[src/rtl/cdb_arbiter_if.sv]
// Handshake and broadcast bundle between execution units, the CDB arbiter
// and the ROB/RS/LSB consumers.
interface cdb_arbiter_if #(
  parameter int DATA_W = 32,
  parameter int TAG_W  = 4,
  parameter int ADDR_W = 32
);
  logic              alu_valid;
  logic [TAG_W-1:0]  alu_tag;
  logic [DATA_W-1:0] alu_data;
  logic              alu_ready;

  logic              lsb_valid;
  logic [TAG_W-1:0]  lsb_tag;
  logic [DATA_W-1:0] lsb_data;
  logic              lsb_ready;

  logic              br_valid;
  logic [TAG_W-1:0]  br_tag;
  logic [DATA_W-1:0] br_data;
  logic              br_jump_judge;
  logic [ADDR_W-1:0] br_pc;
  logic              br_ready;

  logic              cdb_valid;
  logic [1:0]        cdb_src;
  logic [TAG_W-1:0]  cdb_tag;
  logic [DATA_W-1:0] cdb_data;
  logic              cdb_jump_judge;
  logic [ADDR_W-1:0] cdb_pc;

  modport master (
    output alu_valid, alu_tag, alu_data,
    input  alu_ready,
    output lsb_valid, lsb_tag, lsb_data,
    input  lsb_ready,
    output br_valid, br_tag, br_data,
    output br_jump_judge, br_pc,
    input  br_ready,
    input  cdb_valid, cdb_src, cdb_tag,
    input  cdb_data, cdb_jump_judge, cdb_pc
  );

  modport slave (
    input  alu_valid, alu_tag, alu_data,
    output alu_ready,
    input  lsb_valid, lsb_tag, lsb_data,
    output lsb_ready,
    input  br_valid, br_tag, br_data,
    input  br_jump_judge, br_pc,
    output br_ready,
    output cdb_valid, cdb_src, cdb_tag,
    output cdb_data, cdb_jump_judge, cdb_pc
  );
endinterface

[src/rtl/cdb_arbiter.sv]
// Round-robin CDB arbiter: one holding register per producer (ALU, LSB, BR),
// one registered broadcast per cycle, flushed by ROB clear.
module cdb_arbiter #(
  parameter int DATA_W = 32,
  parameter int TAG_W  = 4,
  parameter int ADDR_W = 32
) (
  input  logic         clk,
  input  logic         rst,
  input  logic         rdy,
  input  logic         clear,
  cdb_arbiter_if.slave bus
);

  localparam logic [1:0] SRC_ALU = 2'd0;
  localparam logic [1:0] SRC_LSB = 2'd1;
  localparam logic [1:0] SRC_BR  = 2'd2;

  logic [2:0]        r_hv;
  logic [TAG_W-1:0]  r_tag  [3];
  logic [DATA_W-1:0] r_data [3];
  logic              r_jj;
  logic [ADDR_W-1:0] r_pc;
  logic [1:0]        r_ptr;

  logic              r_cdb_valid;
  logic [1:0]        r_cdb_src;
  logic [TAG_W-1:0]  r_cdb_tag;
  logic [DATA_W-1:0] r_cdb_data;
  logic              r_cdb_jj;
  logic [ADDR_W-1:0] r_cdb_pc;

  logic [2:0]        w_vld;
  logic [TAG_W-1:0]  w_tag  [3];
  logic [DATA_W-1:0] w_data [3];
  logic [2:0]        w_gnt;
  logic [1:0]        w_win;
  logic              w_any;
  logic              w_en;
  logic [2:0]        w_rdy;
  logic [2:0]        w_xfer;

  assign w_vld  = {bus.br_valid, bus.lsb_valid, bus.alu_valid};
  assign w_tag[0]  = bus.alu_tag;
  assign w_tag[1]  = bus.lsb_tag;
  assign w_tag[2]  = bus.br_tag;
  assign w_data[0] = bus.alu_data;
  assign w_data[1] = bus.lsb_data;
  assign w_data[2] = bus.br_data;

  // First held entry in search order a, b, c as a one-hot grant.
  function automatic logic [2:0] pick(
    input logic [2:0] hv,
    input int         a,
    input int         b,
    input int         c
  );
    if (hv[a]) return 3'(1 << a);
    if (hv[b]) return 3'(1 << b);
    if (hv[c]) return 3'(1 << c);
    return 3'b000;
  endfunction

  function automatic logic [1:0] nxt(input logic [1:0] p);
    return (p == 2'd2) ? 2'd0 : p + 2'd1;
  endfunction

  always_comb begin
    w_gnt = 3'b000;
    unique case (r_ptr)
      2'd0:    w_gnt = pick(r_hv, 0, 1, 2);
      2'd1:    w_gnt = pick(r_hv, 1, 2, 0);
      2'd2:    w_gnt = pick(r_hv, 2, 0, 1);
      default: w_gnt = 3'b000;
    endcase
  end

  always_comb begin
    w_win = SRC_ALU;
    unique case (1'b1)
      w_gnt[0]: w_win = SRC_ALU;
      w_gnt[1]: w_win = SRC_LSB;
      w_gnt[2]: w_win = SRC_BR;
      default:  w_win = SRC_ALU;
    endcase
  end

  assign w_any  = |w_gnt;
  assign w_en   = rdy & ~clear;
  assign w_rdy  = {3{w_en}} & (~r_hv | w_gnt);
  assign w_xfer = w_vld & w_rdy;

  always_ff @(posedge clk or negedge rst) begin
    if (!rst) begin
      r_hv        <= 3'b000;
      r_ptr       <= 2'd0;
      r_jj        <= 1'b0;
      r_pc        <= '0;
      for (int i = 0; i < 3; i++) begin
        r_tag[i]  <= '0;
        r_data[i] <= '0;
      end
      r_cdb_valid <= 1'b0;
      r_cdb_src   <= 2'd0;
      r_cdb_tag   <= '0;
      r_cdb_data  <= '0;
      r_cdb_jj    <= 1'b0;
      r_cdb_pc    <= '0;
    end else if (rdy) begin
      if (clear) begin
        r_hv        <= 3'b000;
        r_ptr       <= 2'd0;
        r_cdb_valid <= 1'b0;
      end else begin
        r_hv <= w_xfer | (r_hv & ~w_gnt);
        for (int i = 0; i < 3; i++) begin
          if (w_xfer[i]) begin
            r_tag[i]  <= w_tag[i];
            r_data[i] <= w_data[i];
          end
        end
        if (w_xfer[2]) begin
          r_jj <= bus.br_jump_judge;
          r_pc <= bus.br_pc;
        end
        r_cdb_valid <= w_any;
        if (w_any) begin
          r_cdb_src  <= w_win;
          r_cdb_tag  <= r_tag[w_win];
          r_cdb_data <= r_data[w_win];
          r_cdb_jj   <= w_gnt[2] & r_jj;
          r_cdb_pc   <= w_gnt[2] ? r_pc : '0;
          r_ptr      <= nxt(w_win);
        end
      end
    end
  end

  assign bus.alu_ready      = w_rdy[0];
  assign bus.lsb_ready      = w_rdy[1];
  assign bus.br_ready       = w_rdy[2];
  assign bus.cdb_valid      = r_cdb_valid;
  assign bus.cdb_src        = r_cdb_src;
  assign bus.cdb_tag        = r_cdb_tag;
  assign bus.cdb_data       = r_cdb_data;
  assign bus.cdb_jump_judge = r_cdb_jj;
  assign bus.cdb_pc         = r_cdb_pc;

  a_ptr_range: assert property (
    @(posedge clk) disable iff (!rst) r_ptr != 2'd3
  );

endmodule

[src/flat_wrapper.sv]
// flat-port wrapper written by rule: the top's interface ports become plain ports
module cdb_arbiter_flat 
#(
  parameter int DATA_W = 32,
  parameter int TAG_W  = 4,
  parameter int ADDR_W = 32
)
  (clk, rst, rdy, clear, bus_alu_valid, bus_alu_tag, bus_alu_data, bus_alu_ready, bus_lsb_valid, bus_lsb_tag, bus_lsb_data, bus_lsb_ready, bus_br_valid, bus_br_tag, bus_br_data, bus_br_jump_judge, bus_br_pc, bus_br_ready, bus_cdb_valid, bus_cdb_src, bus_cdb_tag, bus_cdb_data, bus_cdb_jump_judge, bus_cdb_pc);
  cdb_arbiter_if #(.DATA_W(DATA_W), .TAG_W(TAG_W), .ADDR_W(ADDR_W)) bus_i ();
  input  logic clk;
  input  logic rst;
  input  logic rdy;
  input  logic clear;
  input wire logic [$bits(bus_i.alu_valid)-1:0] bus_alu_valid;
  input wire logic [$bits(bus_i.alu_tag)-1:0] bus_alu_tag;
  input wire logic [$bits(bus_i.alu_data)-1:0] bus_alu_data;
  output wire logic [$bits(bus_i.alu_ready)-1:0] bus_alu_ready;
  input wire logic [$bits(bus_i.lsb_valid)-1:0] bus_lsb_valid;
  input wire logic [$bits(bus_i.lsb_tag)-1:0] bus_lsb_tag;
  input wire logic [$bits(bus_i.lsb_data)-1:0] bus_lsb_data;
  output wire logic [$bits(bus_i.lsb_ready)-1:0] bus_lsb_ready;
  input wire logic [$bits(bus_i.br_valid)-1:0] bus_br_valid;
  input wire logic [$bits(bus_i.br_tag)-1:0] bus_br_tag;
  input wire logic [$bits(bus_i.br_data)-1:0] bus_br_data;
  input wire logic [$bits(bus_i.br_jump_judge)-1:0] bus_br_jump_judge;
  input wire logic [$bits(bus_i.br_pc)-1:0] bus_br_pc;
  output wire logic [$bits(bus_i.br_ready)-1:0] bus_br_ready;
  output wire logic [$bits(bus_i.cdb_valid)-1:0] bus_cdb_valid;
  output wire logic [$bits(bus_i.cdb_src)-1:0] bus_cdb_src;
  output wire logic [$bits(bus_i.cdb_tag)-1:0] bus_cdb_tag;
  output wire logic [$bits(bus_i.cdb_data)-1:0] bus_cdb_data;
  output wire logic [$bits(bus_i.cdb_jump_judge)-1:0] bus_cdb_jump_judge;
  output wire logic [$bits(bus_i.cdb_pc)-1:0] bus_cdb_pc;
  assign bus_i.alu_valid = bus_alu_valid;
  assign bus_i.alu_tag = bus_alu_tag;
  assign bus_i.alu_data = bus_alu_data;
  assign bus_alu_ready = bus_i.alu_ready;
  assign bus_i.lsb_valid = bus_lsb_valid;
  assign bus_i.lsb_tag = bus_lsb_tag;
  assign bus_i.lsb_data = bus_lsb_data;
  assign bus_lsb_ready = bus_i.lsb_ready;
  assign bus_i.br_valid = bus_br_valid;
  assign bus_i.br_tag = bus_br_tag;
  assign bus_i.br_data = bus_br_data;
  assign bus_i.br_jump_judge = bus_br_jump_judge;
  assign bus_i.br_pc = bus_br_pc;
  assign bus_br_ready = bus_i.br_ready;
  assign bus_cdb_valid = bus_i.cdb_valid;
  assign bus_cdb_src = bus_i.cdb_src;
  assign bus_cdb_tag = bus_i.cdb_tag;
  assign bus_cdb_data = bus_i.cdb_data;
  assign bus_cdb_jump_judge = bus_i.cdb_jump_judge;
  assign bus_cdb_pc = bus_i.cdb_pc;
  cdb_arbiter #(.DATA_W(DATA_W), .TAG_W(TAG_W), .ADDR_W(ADDR_W)) u_core (.clk(clk), .rst(rst), .rdy(rdy), .clear(clear), .bus(bus_i));
endmodule
[config.mk]
export PLATFORM = sky130hd
export DESIGN_NAME = cdb_arbiter_flat
export DESIGN_NICKNAME = d
export VERILOG_FILES = /design/src/rtl/cdb_arbiter_if.sv /design/src/rtl/cdb_arbiter.sv /design/src/flat_wrapper.sv
export SDC_FILE = /design/constraint.sdc
export NUM_CORES = 1
export LEC_CHECK = 0
export ABC_AREA = 1
export BUFFER_PORTS_ARGS = -buffer_cell sky130_fd_sc_hd__buf_4
export CAP_MARGIN = 20
export CORE_ASPECT_RATIO = 1.2
export CORE_MARGIN = 4
export CORE_UTILIZATION = 45
export DETAILED_ROUTE_END_ITERATION = 8
export GPL_ROUTABILITY_DRIVEN = 0
export GPL_TIMING_DRIVEN = 0
export PLACE_DENSITY = 0.67
export SYNTH_ARGS = -nofsm -noshare
export SYNTH_HDL_FRONTEND = slang
export SYNTH_SLANG_ARGS = --single-unit
[constraint.sdc]
create_clock -name clk -period 2.01 [get_ports clk]
set_input_delay 0 -clock clk [delete_from_list [all_inputs] [get_ports clk]]
set_output_delay 0 -clock clk [all_outputs]
set_load 0.05 [all_outputs]
==> results.yml <==
worst_setup_path:
  crit_required_ns: 2.01
  rr_startpoint: "u_core.r_hv[2]"
  cp-startpoint: "u_core.r_hv[1]"
  cp.arrival_ns: 1.92
  cp-start-kind: "flop"
  endpoint_kind: "primary output"
  rrSetupSlack_ns: 0.11
  worstSetupPathType: "flop to primary output"
  endpoint: "bus_lsb_ready"
  r2r_end: "u_core.bus.cdb_pc[14]"
  critPathMaxFanout: 10
  reg2reg_depth: 9
clock_network:
  clk_latency_ns: 0.50
  htree_levels: 1
  cts_buffer_depth: 3
  path_clk_slew_ns: 0.06
  cts-buffers-inserted: 23
  cts_tree: "built"
  cts_root_buf: "clkbuf_16"
  cts.sinks: 218
yosys:
  synthesis.area_sq_mm: 0.00943
  synth_seq_cells: 218
  synth_simple_gate_area_frac: 0.222
  ys_seq_area_frac: 0.578
  synth_fp_nets: 1305
  synth_compound_area_frac: 0.101
  avgSynthCellArea_sq_um: 8.15
  yosysUniqueCellTypes: 20
  synth.largest_area_cell: "dfrtp_1"
  yosys_warnings: 0
  yosys.area.top_type_share: 0.578
  ys_top_cells_by_area: "dfrtp_1, nand2_1, inv_1, o21ai_0, o21ai_1"
  synthCells: 1157
  synth_top_family_by_area: "simple AND/OR/NAND/NOR gates"
  synthMuxAreaShare: 0
  synth_fa_ha_area_frac: 0
  synth_xor_area_frac: 0
floorplanning:
  die-area_sq_mm: 0.0233
  row_count: 57
  die_w_microns: 140
  core-area_sq_mm: 0.0205
  initial_utilization: 0.461
  die_y_microns: 167
  num_io_pins: 223
global_route:
  antenna_found_initial: 0
  grt_usage: 0.240
  overflow: 0
  grt_max_degree: 113
  grt_pass1_wl_mm: 46.2
  grt_pass1_vias: 9247
timing:
  finalSetupViolations: 0
  maxSlewViolCount: 0
  period_needed_ns: 1.92
  tightestPinTransition_ns: 0.862
  fmax_mhz: 522
  slew_headroom: 0.425
  fin_crit_sh: 0.954
  hold_violations: 0
  rsz0062_at_grt: "yes"
  fin_skew_ns: 0.0110
  tns_ns: 0
status:
  status: "finished, final reports clean"
drt:
  wirelength_mm: 28.4
  vias: 8851
  vias_per_cell: 4.83
  dr.pass1.iters: 5
  route.detailed.drc: 0
  antenna_left: 0
  wl_per_cell_microns: 15.5
  drt_iter0_markers: 486
finish:
  fillers: 1676
  multi_input_area_sq_mm: 0.00308
  syn_to_final_growth_pct: 45.7
  final_net_count: 1702
  antennaDiodeCount: 0
  fin_cells: 1831
  seq_area_sq_mm: 0.00546
  drive_above_1_share: 0.206
placement:
  dp_cells: 1645
  placement.io_buffers: 222
  dpl.hpwl_mm: 18.9
power_and_ir_drop:
  leakagePower_nw: 7.58
  max-vdd-ir-drop_mv: 0.722
  power_density_mw_per_mm2: 1150
min_path:
  hp-class: "primary input to asynchronous set/reset pin"
job:
  drv_cap: 0
-- routing by layer --
metal	GRT usage	vias up	routed length, microns
met5	0	-	0
met4	0.0780	0	908
met3	0.0513	68	2110
met2	0.415	317	14000
met1	0.300	4128	11400
li1	-	4338	-
-- report_power, final --
| part | switching [mW] | internal [mW] | total [mW] |
|---|---|---|---|
| combinational | 3.68 | 1.86 | 5.54 |
| sequential | 0.625 | 5.55 | 6.17 |
| clock | 1.70 | 2.39 | 4.10 |
| total | 6.01 | 9.80 | 15.8 |
-- cell families (layout without fill, tap and decap cells) --
logic type,count (synthesis),after routing
AOI/OAI and AO/OA,189,189
buffers and inverters,215,624
DFF,218,218
and+or+nand+nor,535,535
-- flip-flops by register name (all words and copies together) (netlist names) --
| signal | count |
|---|---|
| u_core.r_data | 96 |
| u_core.bus.cdb_data | 32 |
| u_core.bus.cdb_pc | 32 |
| u_core.r_pc | 32 |
| u_core.r_tag | 12 |
| u_core.bus.cdb_tag | 4 |
| u_core.r_hv | 3 |
| u_core.bus.cdb_src | 2 |
| u_core.r_ptr | 2 |
| u_core.bus.cdb_jump_judge | 1 |
| u_core.bus.cdb_valid | 1 |
| u_core.r_jj | 1 |
-- worst min-delay path by stage --
stage | slack, ns | startpoint | endpoint
after floorplan | -0.30 | rst | u_core.bus.cdb_data[0]
after global placement | 0.24 | rdy | u_core.r_hv[2]
after detailed placement | 0.13 | rst | u_core.r_data[76]
after CTS | 0.19 | rst | u_core.r_data[76]
after global routing | 0.23 | rst | u_core.r_data[76]
final | 0.13 | rst | u_core.r_data[12]
-- layout by cell type, fill, tap and decap left out, types with 2 or more instances in the layout --
| master | count |
|---|---|
| nand2_1 | 443 |
| buf_4 | 232 |
| dfrtp_1 | 217 |
| inv_1 | 149 |
| dlygate4sd3_1 | 147 |
| o21ai_0 | 89 |
| o21ai_1 | 61 |
| nor2_1 | 43 |
| nand3_1 | 38 |
| a21oi_1 | 37 |
| clkbuf_16 | 23 |
| buf_2 | 19 |
| clkbuf_1 | 16 |
| buf_6 | 9 |
| clkbuf_2 | 9 |
| clkbuf_8 | 5 |
| clkbuf_4 | 3 |
| nand3_2 | 3 |
| clkinv_2 | 3 |
| inv_2 | 2 |
| nand2_2 | 2 |
| nor2_4 | 2 |
| nand4_1 | 2 |
-- final cells by class --
type,instances,share of cell area
flip-flops and latches,218,0.397
repair buffers,373,0.234
multi-input cells,724,0.224
clock buffers,32,0.0480
inverters,152,0.0417
plain buffers,62,0.0274
well taps,265,0.0241
clock inverters,5,0.00383
-- synth_stat cells --
master,n
a21oi_1,38
buf_1,3
buf_2,25
buf_4,10
buf_6,6
clkbuf_1,19
dfrtp_1,218
inv_1,149
inv_2,3
nand2_1,444
nand2_2,1
nand3_1,38
nand3_2,4
nand4_1,2
nor2_1,44
nor2_2,1
nor2_4,1
o21ai_0,89
o21ai_1,61
o21ai_4,1
-- critical path, stage by stage, from the launching register on --
cell	delay, ns
dfrtp_1	0.42
inv_1	0.11
a21oi_2	0.16
nand2_2	0.11
buf_6	0.16
nand2_2	0.09
inv_1	0.07
nor2_2	0.11
buf_6	0.17
-- repair_timing --
item                                    4_1_cts  5_1_grt
pin swaps                                     1        1
buffers inserted                              2        1
endpoints found under the setup margin       56      171
resized for setup                             2       31
hold buffers                                147        0
endpoints found under the hold margin       258        0
-- per-stage QoR --
stage | setup WS (ns) | cell area (sq um) | hold WS, ns | power [mW] | util
after CTS | 0.0228 | 13700 | 0.186 | 15.8 | 0.668
after detailed placement | -0.0424 | 11500 | 0.135 | 11.5 | 0.560
after floorplan | 0.334 | 9430 | -0.296 | 9.62 | -
after global placement | -0.719 | 11400 | 0.242 | 11.4 | 0.558
final | 0.0927 | 13700 | 0.132 | 15.8 | 0.671
after global routing | -0.00512 | 13700 | 0.225 | 16.7 | 0.671
No activity file was read; power rests on OpenSTA's default activity.
